[src/rtl/cov_sample_scheduler.sv]
// Coverage run sequencer: clears the instrumented scopes, enables them for a
// programmable window, then reads back and sums each scope's covered-point count.
module cov_sample_scheduler #(
    parameter int NUM_SCOPES = 4,
    parameter int CNT_W      = 16,
    parameter int WIN_W      = 16,
    parameter int SEL_W      = (NUM_SCOPES > 1) ? $clog2(NUM_SCOPES) : 1
) (
    input  logic                     clock,
    input  logic                     reset,
    input  logic                     start,
    input  logic                     abort,
    input  logic [WIN_W-1:0]         window_cycles,
    input  logic [NUM_SCOPES-1:0]    scope_mask,
    output logic [NUM_SCOPES-1:0]    cov_en,
    output logic [NUM_SCOPES-1:0]    cov_clr,
    output logic                     rd_req,
    output logic [SEL_W-1:0]         rd_sel,
    input  logic                     rd_ack,
    input  logic [CNT_W-1:0]         rd_count,
    output logic [CNT_W+SEL_W-1:0]   total_count,
    output logic                     busy,
    output logic                     done
);

    localparam int ACC_W = CNT_W + SEL_W;

    typedef enum logic [2:0] {IDLE, CLEAR, SAMPLE, READ, DONE} state_t;

    state_t                  state, next_state;
    logic [WIN_W-1:0]        win_left;
    logic [NUM_SCOPES-1:0]   mask_r;
    logic [NUM_SCOPES-1:0]   pend;
    logic [NUM_SCOPES-1:0]   pend_after;
    logic [NUM_SCOPES-1:0]   idx_onehot;
    logic [SEL_W-1:0]        idx;
    logic [ACC_W-1:0]        acc, acc_next, total_r;
    logic                    ack_take;

    // pend holds the scopes still to be read; idx is its lowest set bit
    always_comb begin
        idx        = '0;
        idx_onehot = '0;
        for (int i = NUM_SCOPES - 1; i >= 0; i--) begin
            if (pend[i]) begin
                idx        = SEL_W'(i);
                idx_onehot = NUM_SCOPES'(1) << i;
            end
        end
    end

    always_comb begin
        ack_take   = (state == READ) && (pend != '0) && rd_ack && !abort;
        acc_next   = acc + (ack_take ? ACC_W'(rd_count) : ACC_W'(0));
        pend_after = ack_take ? (pend & ~idx_onehot) : pend;
    end

    always_comb begin
        next_state = state;
        case (state)
            IDLE:    if (start) next_state = CLEAR;
            CLEAR:   next_state = (win_left != '0) ? SAMPLE : READ;
            SAMPLE:  if (win_left == WIN_W'(1)) next_state = READ;
            READ: begin
                if (pend == '0)
                    next_state = DONE;
                else if (ack_take && (pend_after == '0))
                    next_state = DONE;
            end
            DONE:    next_state = IDLE;
            default: next_state = IDLE;
        endcase
        // abort outranks both an acknowledge and window expiry
        if (abort && (state != IDLE))
            next_state = IDLE;
    end

    always_ff @(posedge clock) begin
        if (reset) begin
            state    <= IDLE;
            win_left <= '0;
            mask_r   <= '0;
            pend     <= '0;
            acc      <= '0;
            total_r  <= '0;
        end else begin
            state <= next_state;
            case (state)
                IDLE: begin
                    if (start) begin
                        win_left <= window_cycles;
                        mask_r   <= scope_mask;
                        pend     <= scope_mask;
                        acc      <= '0;
                    end
                end
                SAMPLE: win_left <= win_left - WIN_W'(1);
                READ: begin
                    acc  <= acc_next;
                    pend <= pend_after;
                end
                default: ;
            endcase
            // publish the sum as DONE is entered so it is valid alongside done
            if ((state == READ) && (next_state == DONE))
                total_r <= acc_next;
        end
    end

    always_comb begin
        cov_en      = '0;
        cov_clr     = '0;
        rd_req      = 1'b0;
        rd_sel      = '0;
        done        = 1'b0;
        busy        = (state != IDLE);
        total_count = total_r;
        case (state)
            CLEAR:  cov_clr = mask_r;
            SAMPLE: cov_en  = mask_r;
            READ: begin
                rd_req = (pend != '0);
                rd_sel = (pend != '0) ? idx : '0;
            end
            DONE:   done = 1'b1;
            default: ;
        endcase
    end

endmodule

[config.mk]
export PLATFORM = sky130hd
export DESIGN_NAME = cov_sample_scheduler
export DESIGN_NICKNAME = d
export VERILOG_FILES = /design/src/rtl/cov_sample_scheduler.sv
export SDC_FILE = /design/constraint.sdc
export NUM_CORES = 1
export LEC_CHECK = 0
export CAP_MARGIN = 20
export CORE_ASPECT_RATIO = 0.9
export CORE_MARGIN = 1.5
export CORE_UTILIZATION = 55
export CTS_CLUSTER_SIZE = 16
export DETAILED_ROUTE_END_ITERATION = 6
export PLACE_DENSITY = 0.87
export SLEW_MARGIN = 40
export SYNTH_ARGS = -nofsm -noshare
export SYNTH_HDL_FRONTEND = slang
export SYNTH_SLANG_ARGS = --single-unit
[constraint.sdc]
create_clock -name clock -period 5.9 [get_ports clock]
set_input_delay 0.885 -clock clock [delete_from_list [all_inputs] [get_ports clock]]
set_output_delay 0.885 -clock clock [all_outputs]
set_load 0.01 [all_outputs]
-- Word level (Yosys, flattened, before mapping)
Cells that the tools add are included.
- $add $sub $neg: 2
- equal/unequal tests: 7
- mux-type cells: 29
- bitwise gates (word level): 2
- reductions and logical operators: 18
- operators by type and width (kind ; number):
    $pmux W18 S2 ; 1
    $mux W16 ; 2
    $mux W4 ; 8
    $pmux W16 S2 ; 1
    $add A18 B16 Y18 ; 1
    $mux W18 ; 1
    $eq A16 B1 Y1 const B ; 1
    $reduce_bool A16 Y1 ; 1
    $sub A16 B1 Y16 const B ; 1
    $mux W3 ; 5
    $mux W2 ; 6
    $pmux W3 S4 ; 1
    $logic_not A4 Y1 ; 2
    $pmux W4 S2 ; 1
    $eq A3 B2 Y1 const B ; 2
    $eq A3 B3 Y1 const B ; 2
    $logic_and A1 B1 Y1 ; 6
    $reduce_and A2 Y1 ; 3
    $and A4 B4 Y4 ; 1
    $not A4 Y4 ; 1
    $reduce_bool A2 Y1 ; 2
    $reduce_bool A4 Y1 ; 1
    $eq A3 B1 Y1 const B ; 1
    $logic_not A3 Y1 ; 1
    4 further kinds ; 6
- register bits after elaboration: 63
- input port bits: 41
- output and inout port bits: 31

-- Depth between registers and ports, before layout
Gate-level depths: netlist of the first run.
- depth after elaboration: 15
- depth in mapped cells: 16

-- Least setup slack after synthesis of the first run
No wires, ideal clock.
- path kind: input port to flip-flop
- start point: input abort
- end point: register total_r[15], in the netlist total_count[15]
- library setup time: 64 ps
- arrival time: 3490 ps
- data required time: 5836 ps
- path slack: 2346 ps
- stages: 11
- cell sequence: nand2b_1 > nor3_1 > clkbuf_1 > and2_1 > ha_1 > a21o_1 > a21o_1 > a211oi_1 > a211oi_1 > or4_1 > nand4_1
- word-level cells in the longest chain between the ends: 11
- RTL lines (what ; RTL line ; source):
    start: declaration ; 12 ; input logic abort,
    $logic_not A1 Y1 ; 53 ; ack_take = (state == READ) && (pend != '0) && rd_ack && !abort;
    $logic_and A1 B1 Y1 ; 53 ;
    $mux W4 ; 55 ; pend_after = ack_take ? (pend & ~idx_onehot) : pend;
    $logic_not A4 Y1 ; 67 ; else if (ack_take && (pend_after == '0))
    $logic_and A1 B1 Y1 ; 67 ;
    $mux W3 ; 67 ;
    $mux W3 ; 65 ; if (pend == '0)
    $pmux W3 S4 ; 60 ; case (state)
    $mux W3 ; 74 ; if (abort && (state != IDLE))
    $eq A3 B3 Y1 ; 105 ; if ((state == READ) && (next_state == DONE))
    $logic_and A1 B1 Y1 ; 105 ;
    end signal: assignment ; 106 ; total_r <= acc_next;
    end: declaration ; 37 ; logic [ACC_W-1:0] acc, acc_next, total_r;
Several ways; a longest one is shown, not always the timed one.
A chain may end at the register's enable or synchronous reset.

-- Worst setup path after layout of the first run
- start point: input abort
- end point: register total_r[16], in the netlist total_count[16]
The elaborated chain is that of the path after synthesis.

==> metrics, run 1 <==
r2r endpoint acc[12]; antenna diode count 0; Resize count post-CTS 0; Reg-to-Reg Start state[0]; Post-synth top cells dfxtp_1 (63), a21oi_1 (57), nand2_1 (52); Skew-Pair Late Insertion Delay 0.35 ns; dpl cells 621; Slew @ Worst Pin 0.723 ns; Nets 602; Worst Setup Start Kind input pin; max-cap violation count 0; flops & latches, synth 63; data arrival time of the worst path 4.28 ns; gr usage total 0.274; cell with the most instances after synthesis dfxtp_1; fraction of layout cells with a size suffix above 1 0.0567; CTS tree built; total number of vias 3767; grt met2 use 0.444; Lkg Pwr 1.80 nW; Chip Width 89.8 um; Final Hold Fails 0; row count 28; Setup crit end kind register; Ports 72; DRT iter0 DRCs 248; Clock Skews 0.00793 ns; CTS buffer count 9; DIE AREA 0.00729 mm2; Syn Nets 540; RSZ-0062 raised after global routing no; R2R Setup Slk 1.93 ns; DRC errors left 0; endpoints failing setup 0; Fin Hold WS 0.454 ns; H-Tree Depth 3; post-synth top area cell dfxtp_1; vias in the first global route 3476; CTS sink cnt 63; maximum vdd drop 0.145 mV; final core utilization 0.709; sequential fraction of the synthesis area 0.338; status completed; routability congestion estimate 0.956; WP data required 6.14 ns; GRT Residual Overflow 0; Hold Crit Class register to register; hold depth 2; global-route wire length before repair 16000 um; final WL 9650 um; pwr/cell area 198 mW/mm2; CTS Hold Bufs 0; clk buf depth 2; area delta synth->final 25.2%; clk root buf clkbuf_8; Max-Slew Margin vs Limit 0.517; fin crit period 4.04 ns; setup TNS 0 ns; buffers inserted by post-CTS timing repair 0; Yosys top cell area share 0.338; Endpoint, Worst Hold total_count[11]; f_max 247 MHz; Final ANT Viol Nets 0; I/O Buffers 71; Post-synth EDFFs 0; Synth Cell Area 0.00373 mm2; Avg WL per Cell 15.2 um; core footprint 0.00659 mm2; CP max-delay cell clkdlybuf4s50_1; Final HPWL DP 6650 um; gr busiest metal met2; min-delay src total_count[11]; slowest cell delay on critical path 0.52 ns; Avg Inst Size Synth 7.77 um2; CTS clk-pin slew, worst paths 0.07 ns; met3 Resource Use GR 0.0637; chip height 81.1 um; Synth Warn # 0; drt first pass iters 5; Crit Path Category input pin to register; Layout Cells excl Fill 637; Final Max Slew Viols 0; largest cells by area after synthesis dfxtp_1 (34%), a21oi_1 (7.6%), ha_1 (6.0%); Starting Density 0.566; pre-CTS setup slack 1.57 ns; Yosys cell types 57; Cells after Synth 480; vias per inst 5.91; final worst-path cycle share 0.685; Synth Flop Type dfxtp_1; Final Worst Setup Slack 1.86 ns; pin count of the biggest net entering global routing 71; worst-path cell chain clkdlybuf4s50_1 -> nand2b_1 -> nor3_1 -> buf_4 -> and2_1 -> ha_1 -> inv_1 -> fa_1 -> nor2b_1 -> o31a_1 -> a21oi_1 -> o21ai_0 -> a221oi_1 -> nor4_1 -> a221o_1; CP Max Fanout 16; initial antenna violation count 0; M1 GR Usage 0.356; r2r worst-path depth 15; asr flop ratio synth 0
==> metrics by stage <==
step / power (mW) / cell area (um2)
floorplan: 0.539 / 3730
global placement: 0.586 / 4500
detailed placement: 0.591 / 4500
CTS: 0.929 / 4670
global route: 0.964 / 4670
finish: 0.927 / 4670
==> per-layer routing <==
metal | up-vias | routed length (um)
li1 | 1843 | -
met1 | 1747 | 4330
met2 | 151 | 4380
met3 | 26 | 738
met4 | 0 | 204
met5 | - | 0
==> registers in the layout, summed over array words and instances (netlist names) <==
name,count
acc,18
mask_r,4
pend,4
state,3
total_count,18
win_left,16
==> how the worst max path moves through the flow <==
stage / start / end / slack (ns) / depth (start not counted)
final: abort / total_count[16] / 1.86 / 15
after global routing: abort / total_count[16] / 1.62 / 15
after CTS: abort / total_count[16] / 1.89 / 15
after detailed placement: abort / total_count[16] / 1.57 / 15
after global placement: abort / total_count[16] / 1.67 / 15
after floorplan: abort / total_count[15] / 2.35 / 11
==> critical path: cells and delay by family <==
kind | cells | cell delay, ns
AOI/OAI and AO/OA | 5 | 1.54
adders and majority gates | 2 | 0.40
buffers and inverters | 3 | 0.80
and+or+nand+nor | 5 | 0.65
==> where the power goes <==
group	internal, mW	switching (mW)
combinational	0.0623	0.0648
sequential	0.440	0.0172
clock	0.174	0.169
==> final cells by class <==
cell class / count / area, um2
multi-input cells: 381 / 2330
repair buffers: 77 / 751
well taps: 90 / 113
flip-flops and latches: 63 / 1260
fillers: 548 / 1910
clock inverters: 3 / 17.5
inverters: 10 / 37.5
clock buffers: 13 / 159
==> kinds of logic (layout without fill, tap and decap cells) <==
| logic type | count (synthesis) | in the layout | share of synthesized area |
|---|---|---|---|
| AOI/OAI and AO/OA | 133 | 133 | 0.218 |
| xor gates and xnor gates | 13 | 13 | 0.0305 |
| adders and majority gates | 21 | 21 | 0.0711 |
| buffers and inverters | 36 | 103 | 0.0366 |
| DFF | 63 | 63 | 0.338 |
| muxes | 5 | 5 | 0.0134 |
| and+or+nand+nor | 209 | 209 | 0.292 |
==> placed cells by master, fill, tap and decap left out, types with 8 or more instances in the layout <==
master and count:
a211oi_1 11, and2_1 25, clkbuf_8 11, nor4_1 8, a21oi_1 57, nor2_1 45
nand3_1 21, inv_1 10, clkdlybuf4s50_1 70, dfxtp_1 63, nor3_1 16, o21ai_0 22
xnor2_1 8, ha_1 18, nand2_1 52
(Power assumes the default switching activity.)
==> run 2, diff against run 1 <==
--- a/config.mk
+++ b/config.mk
@@ -8,10 +8,10 @@
 export CAP_MARGIN = 20
 export CORE_ASPECT_RATIO = 0.9
 export CORE_MARGIN = 1.5
-export CORE_UTILIZATION = 55
+export CORE_UTILIZATION = 47
 export CTS_CLUSTER_SIZE = 16
 export DETAILED_ROUTE_END_ITERATION = 6
-export PLACE_DENSITY = 0.87
+export PLACE_DENSITY = 0.79
 export SLEW_MARGIN = 40
 export SYNTH_ARGS = -nofsm -noshare
 export SYNTH_HDL_FRONTEND = slang
==> constraint.sdc (replaced) <==
create_clock -name clock -period 3.39 [get_ports clock]
set_input_delay 0.5085 -clock clock [delete_from_list [all_inputs] [get_ports clock]]
set_output_delay 0.5085 -clock clock [all_outputs]
set_load 0.01 [all_outputs]
==> run 2 against run 1 <==
Against the previous run:
- cell count up 6.1%
- power up 83%
- setup slack worse by 1.7 ns
- combinational power up 91%
- clock power up 94%
- via count up 2.2%
- sequential cell count unchanged
- count of clock-buffer cells in the layout down 1
- sequential power up 72%
- critical path type unchanged
==> metrics, run 2 (synthesis gave the netlist of run 1 again) <==
Final ANT Viol Nets 0; final worst-path cycle share 0.951; DIE AREA 0.00848 mm2; WP data required 3.66 ns; hold depth 2; Chip Width 96.9 um; routability congestion estimate 0.909; Worst Setup Start Kind input pin; Crit Path Category input pin to register; pin count of the biggest net entering global routing 43; Final Hold Fails 0; fraction of layout cells with a size suffix above 1 0.122; total number of vias 3850; Clock Skews 0.00540 ns; data arrival time of the worst path 3.49 ns; Fin Hold WS 0.455 ns; R2R Setup Slk 0.22 ns; final core utilization 0.655; CTS clk-pin slew, worst paths 0.07 ns; row count 30; vias in the first global route 3640; clk buf depth 2; filler instances 638; vias per inst 5.70; max-cap violation count 0; clk root buf clkbuf_8; gr usage total 0.244; maximum vdd drop 0.201 mV; dpl cell area 0.00476 mm2; core footprint 0.00762 mm2; CTS sink cnt 63; CP Max Fanout 14; status completed; I/O Buffers 71; Final Max Slew Viols 0; Skew-Pair Late Insertion Delay 0.34 ns; f_max 310 MHz; pwr/cell area 340 mW/mm2; Avg WL per Cell 15.3 um; Max-Slew Margin vs Limit 0.449; DRC errors left 0; GRT Residual Overflow 0; H-Tree Depth 3; CTS tree built; global-route wire length before repair 16800 um; endpoints failing setup 0; Setup crit end kind register; chip height 87.5 um; antenna diode count 0; CTS buffer count 9; Hold Crit Class register to register; Resize count post-CTS 2; most common cell after layout, fill and taps aside clkdlybuf4s50_1; Slew @ Worst Pin 0.824 ns; area delta synth->final 33.8%; initial antenna violation count 0; Final HPWL DP 7420 um; drt first pass iters 4; DRT iter0 DRCs 185; Power Total 1.70 mW; post-route cell area 0.00499 mm2; fin crit period 3.23 ns; Nets 636; most frequent cells in the layout clkdlybuf4s50_1 (70), dfxtp_1 (63), a21oi_1 (56); final WL 10400 um; buffers inserted by post-CTS timing repair 0; Lkg Pwr 1.99 nW; Starting Density 0.490; CTS Hold Bufs 0; Ports 72; r2r worst-path depth 14
-- run 2: cell types whose count changed in the layout (fill, tap and decap cells not counted), sizes merged --
cell and delta:
bufinv +1, clkbuf -1, buf +34, clkinv -1
-- run 2: worst max-delay path: stages --
cell,delay [ns]
clkdlybuf4s50_1,0.47
nand2b_1,0.15
nor3_2,0.06
buf_6,0.14
buf_4,0.14
and2_1,0.15
ha_1,0.36
and3_1,0.26
nand4b_1,0.16
a311o_1,0.39
a2111oi_1,0.34
buf_4,0.18
nor3_1,0.04
nor3_1,0.15
-- run 2: layout make-up --
| class | count | area (um2) | area share |
|---|---|---|---|
| timing repair buffer | 111 | 1010 | 0.202 |
| clock buffer | 12 | 155 | 0.0311 |
| inverter | 10 | 37.5 | 0.00752 |
| tap | 96 | 120 | 0.0241 |
| sequential | 63 | 1260 | 0.253 |
| multi-input combinational | 381 | 2370 | 0.474 |
| clock inverter | 3 | 42.5 | 0.00852 |
-- run 2: stage by stage --
stage | worst slack [ns] | TNS, ns | instances
CTS | 0.0485 | 0 | 676
global route | -0.00402 | -0.00758 | 676
detailed placement | -0.480 | -3.13 | 661
global placement | -0.262 | -1.64 | 661
finish | 0.165 | 0 | 676
floorplan | 0.0237 | 0 | 480
-- run 2: final timing paths --
check	from	to
max	abort	acc[17]
min	total_count[5]	total_count[5]
max reg2reg	pend[2]	acc[17]
min reg2reg	total_count[5]	total_count[5]
-- run 2: report_power, final --
group / internal [mW] / switching (mW) / leakage, nW
combinational: 0.120 / 0.123 / 1.38
sequential: 0.765 / 0.0225 / 0.512
clock: 0.375 / 0.292 / 0.0985
-- run 2: layer usage --
layer / global-route usage / up-vias / routed length [um]
met1: 0.310 / 1800 / 4730
li1: - / 1912 / -
met5: 0 / - / 0
met3: 0.0498 / 17 / 565
met4: 0.0856 / 0 / 176
met2: 0.415 / 121 / 4880
==> run 3, diff against run 2 <==
--- a/config.mk
+++ b/config.mk
@@ -8,10 +8,10 @@
 export CAP_MARGIN = 20
 export CORE_ASPECT_RATIO = 0.9
 export CORE_MARGIN = 1.5
-export CORE_UTILIZATION = 47
+export CORE_UTILIZATION = 52
 export CTS_CLUSTER_SIZE = 16
 export DETAILED_ROUTE_END_ITERATION = 6
-export PLACE_DENSITY = 0.79
+export PLACE_DENSITY = 0.83
 export SLEW_MARGIN = 40
 export SYNTH_ARGS = -nofsm -noshare
 export SYNTH_HDL_FRONTEND = slang
==> constraint.sdc (replaced) <==
create_clock -name clock -period 3.33 [get_ports clock]
set_input_delay 0.4995 -clock clock [delete_from_list [all_inputs] [get_ports clock]]
set_output_delay 0.4995 -clock clock [all_outputs]
set_load 0.01 [all_outputs]
==> run 3 against run 2 <==
Against the previous run:
- worst hold slack improved by 0.0022 ns
- via count increased by 2.2%
- wire length increased by 3.4%
- sequential cell count unchanged
- die area decreased by 9.3%
- clock power increased by 18%
- highest routed layer unchanged
- cell count increased by 0.44%
- critical path type unchanged
- global-route usage increased by 3.9 points
- critical endpoint is now total_count[17]
- design area increased by 2.0%
==> metrics, run 3 (synthesis gave the netlist of run 1 again) <==
status completed; total number of vias 3936; CTS sink cnt 63; fin crit period 3.14 ns; pin count of the biggest net entering global routing 46; worst-path cell chain clkdlybuf4s50_1 -> nand2b_4 -> nor3_4 -> buf_12 -> and2_1 -> ha_4 -> buf_4 -> o21ai_0 -> o21ai_1 -> nand4b_1 -> a311o_1 -> a2111oi_2 -> buf_4 -> nor4b_1 -> nor3_1; most common cell after layout, fill and taps aside clkdlybuf4s50_1; Final Worst Setup Slack 0.190 ns; GRT Residual Overflow 0; data arrival time of the worst path 3.42 ns; Slew @ Worst Pin 0.786 ns; Nets 641; DRC errors left 0; setup TNS 0 ns; Top cell by count, worst path buf_4; Ports 72; Clock Skews 0.0110 ns; gr usage total 0.282; CTS tree built; Worst Setup Start Kind input pin; DRT iter0 DRCs 195; WP data required 3.61 ns; final WL 10700 um; Final HPWL DP 7380 um; antenna diode count 0; net load switching power 0.478 mW; Skew-Pair Late Insertion Delay 0.36 ns; area delta synth->final 36.5%; Max-Slew Margin vs Limit 0.476; Top Family by Delay on Critical Path compound AO/OA/AOI/OAI gates; clk buf depth 2; H-Tree Depth 3; Avg WL per Cell 15.8 um; slowest cell delay on critical path 0.49 ns; Final Max Slew Viols 0; vias in the first global route 3816; Chip Width 92.3 um; Seq pwr share 0.435; endpoints failing setup 0; vias per inst 5.80; dpl cell area 0.00477 mm2; maximum vdd drop 0.271 mV; row count 29; Final ANT Viol Nets 0; CP bufs+invs 4; post-route cell area 0.00509 mm2; CP Max Fanout 16; Pint 1.37 mW; max-cap violation count 0; RSZ-0062 raised after global routing yes; pre-CTS setup slack -0.494 ns; Crit Path Category input pin to register; Lkg Pwr 2.04 nW; global-route wire length before repair 17400 um; Setup crit end kind register; CTS clk-pin slew, worst paths 0.08 ns; filler instances 527; DIE AREA 0.00769 mm2; CTS buffer count 9; Net Sw Frac 0.259; core footprint 0.00700 mm2; Final Hold Fails 0; clock share of power 0.426; chip height 83.4 um; drt first pass iters 5; Combinational Power Share 0.139; CP max-delay cell clkdlybuf4s50_1; Hold Crit Class register to register; Starting Density 0.533; fraction of layout cells with a size suffix above 1 0.133; I/O Buffers 71; routability congestion estimate 0.865; final worst-path cycle share 0.943; initial antenna violation count 0; clk root buf clkbuf_8; pwr/cell area 362 mW/mm2; f_max 318 MHz; most frequent cells in the layout clkdlybuf4s50_1 (70), dfxtp_1 (63), a21oi_1 (56)
run 3: area by class of cell:
cell class / instances / area, um2 / area share
clock inverter: 3 / 65.1 / 0.0128
timing repair buffer: 116 / 1060 / 0.207
inverter: 10 / 37.5 / 0.00737
multi-input combinational: 381 / 2400 / 0.471
clock buffer: 13 / 159 / 0.0312
tap: 93 / 116 / 0.0229
sequential: 63 / 1260 / 0.248
run 3: metrics by stage:
step,cells,power (mW),hold WS [ns],util
after floorplan,480,0.955,0.440,-
after global placement,660,1.05,0.441,0.682
after detailed placement,660,1.06,0.446,0.682
after CTS,676,1.83,0.460,0.715
after global routing,679,1.90,0.474,0.727
final,679,1.85,0.457,0.727
run 3: layer usage:
layer,up-vias,routed length [um],global-route usage
met5,-,0,0
met4,0,230,0.103
met3,24,549,0.0604
met2,131,5210,0.467
met1,1862,4730,0.361
li1,1919,-,-
run 3: path summary, 6_finish.rpt:
| check | to | from | cells past startpoint | slack [ns] |
|---|---|---|---|---|
| hold reg to reg | total_count[3] | total_count[3] | 2 | 0.46 |
| setup / recovery | total_count[17] | abort | 15 | 0.19 |
| setup reg to reg | total_count[17] | state[0] | 14 | 0.21 |
| hold / removal | total_count[3] | total_count[3] | 2 | 0.46 |
run 3: repair_timing:
action,4_1_cts,5_1_grt
setup endpoints to repair,5,10
gates resized for setup,3,9
hold buffers,0,0
pin swaps,0,6
endpoints found under the hold margin,0,0
setup buffers,0,4
run 3: worst reg2reg max path: cells and delay by family (launching register included):
kind                       cells  cell delay, ns
and+or+nand+nor                6            1.10
adders and majority gates      1            0.26
AOI/OAI and AO/OA              5            0.98
buffers and inverters          2            0.32
DFF                            1            0.35
run 3: power by group through the flow:
stage	registers (mW)	clock network (mW)	logic [mW]
final	0.803	0.786	0.256
after global routing	0.806	0.812	0.279
after CTS	0.801	0.779	0.248
after detailed placement	0.818	0	0.246
after global placement	0.816	0	0.238
after floorplan	0.813	0	0.142
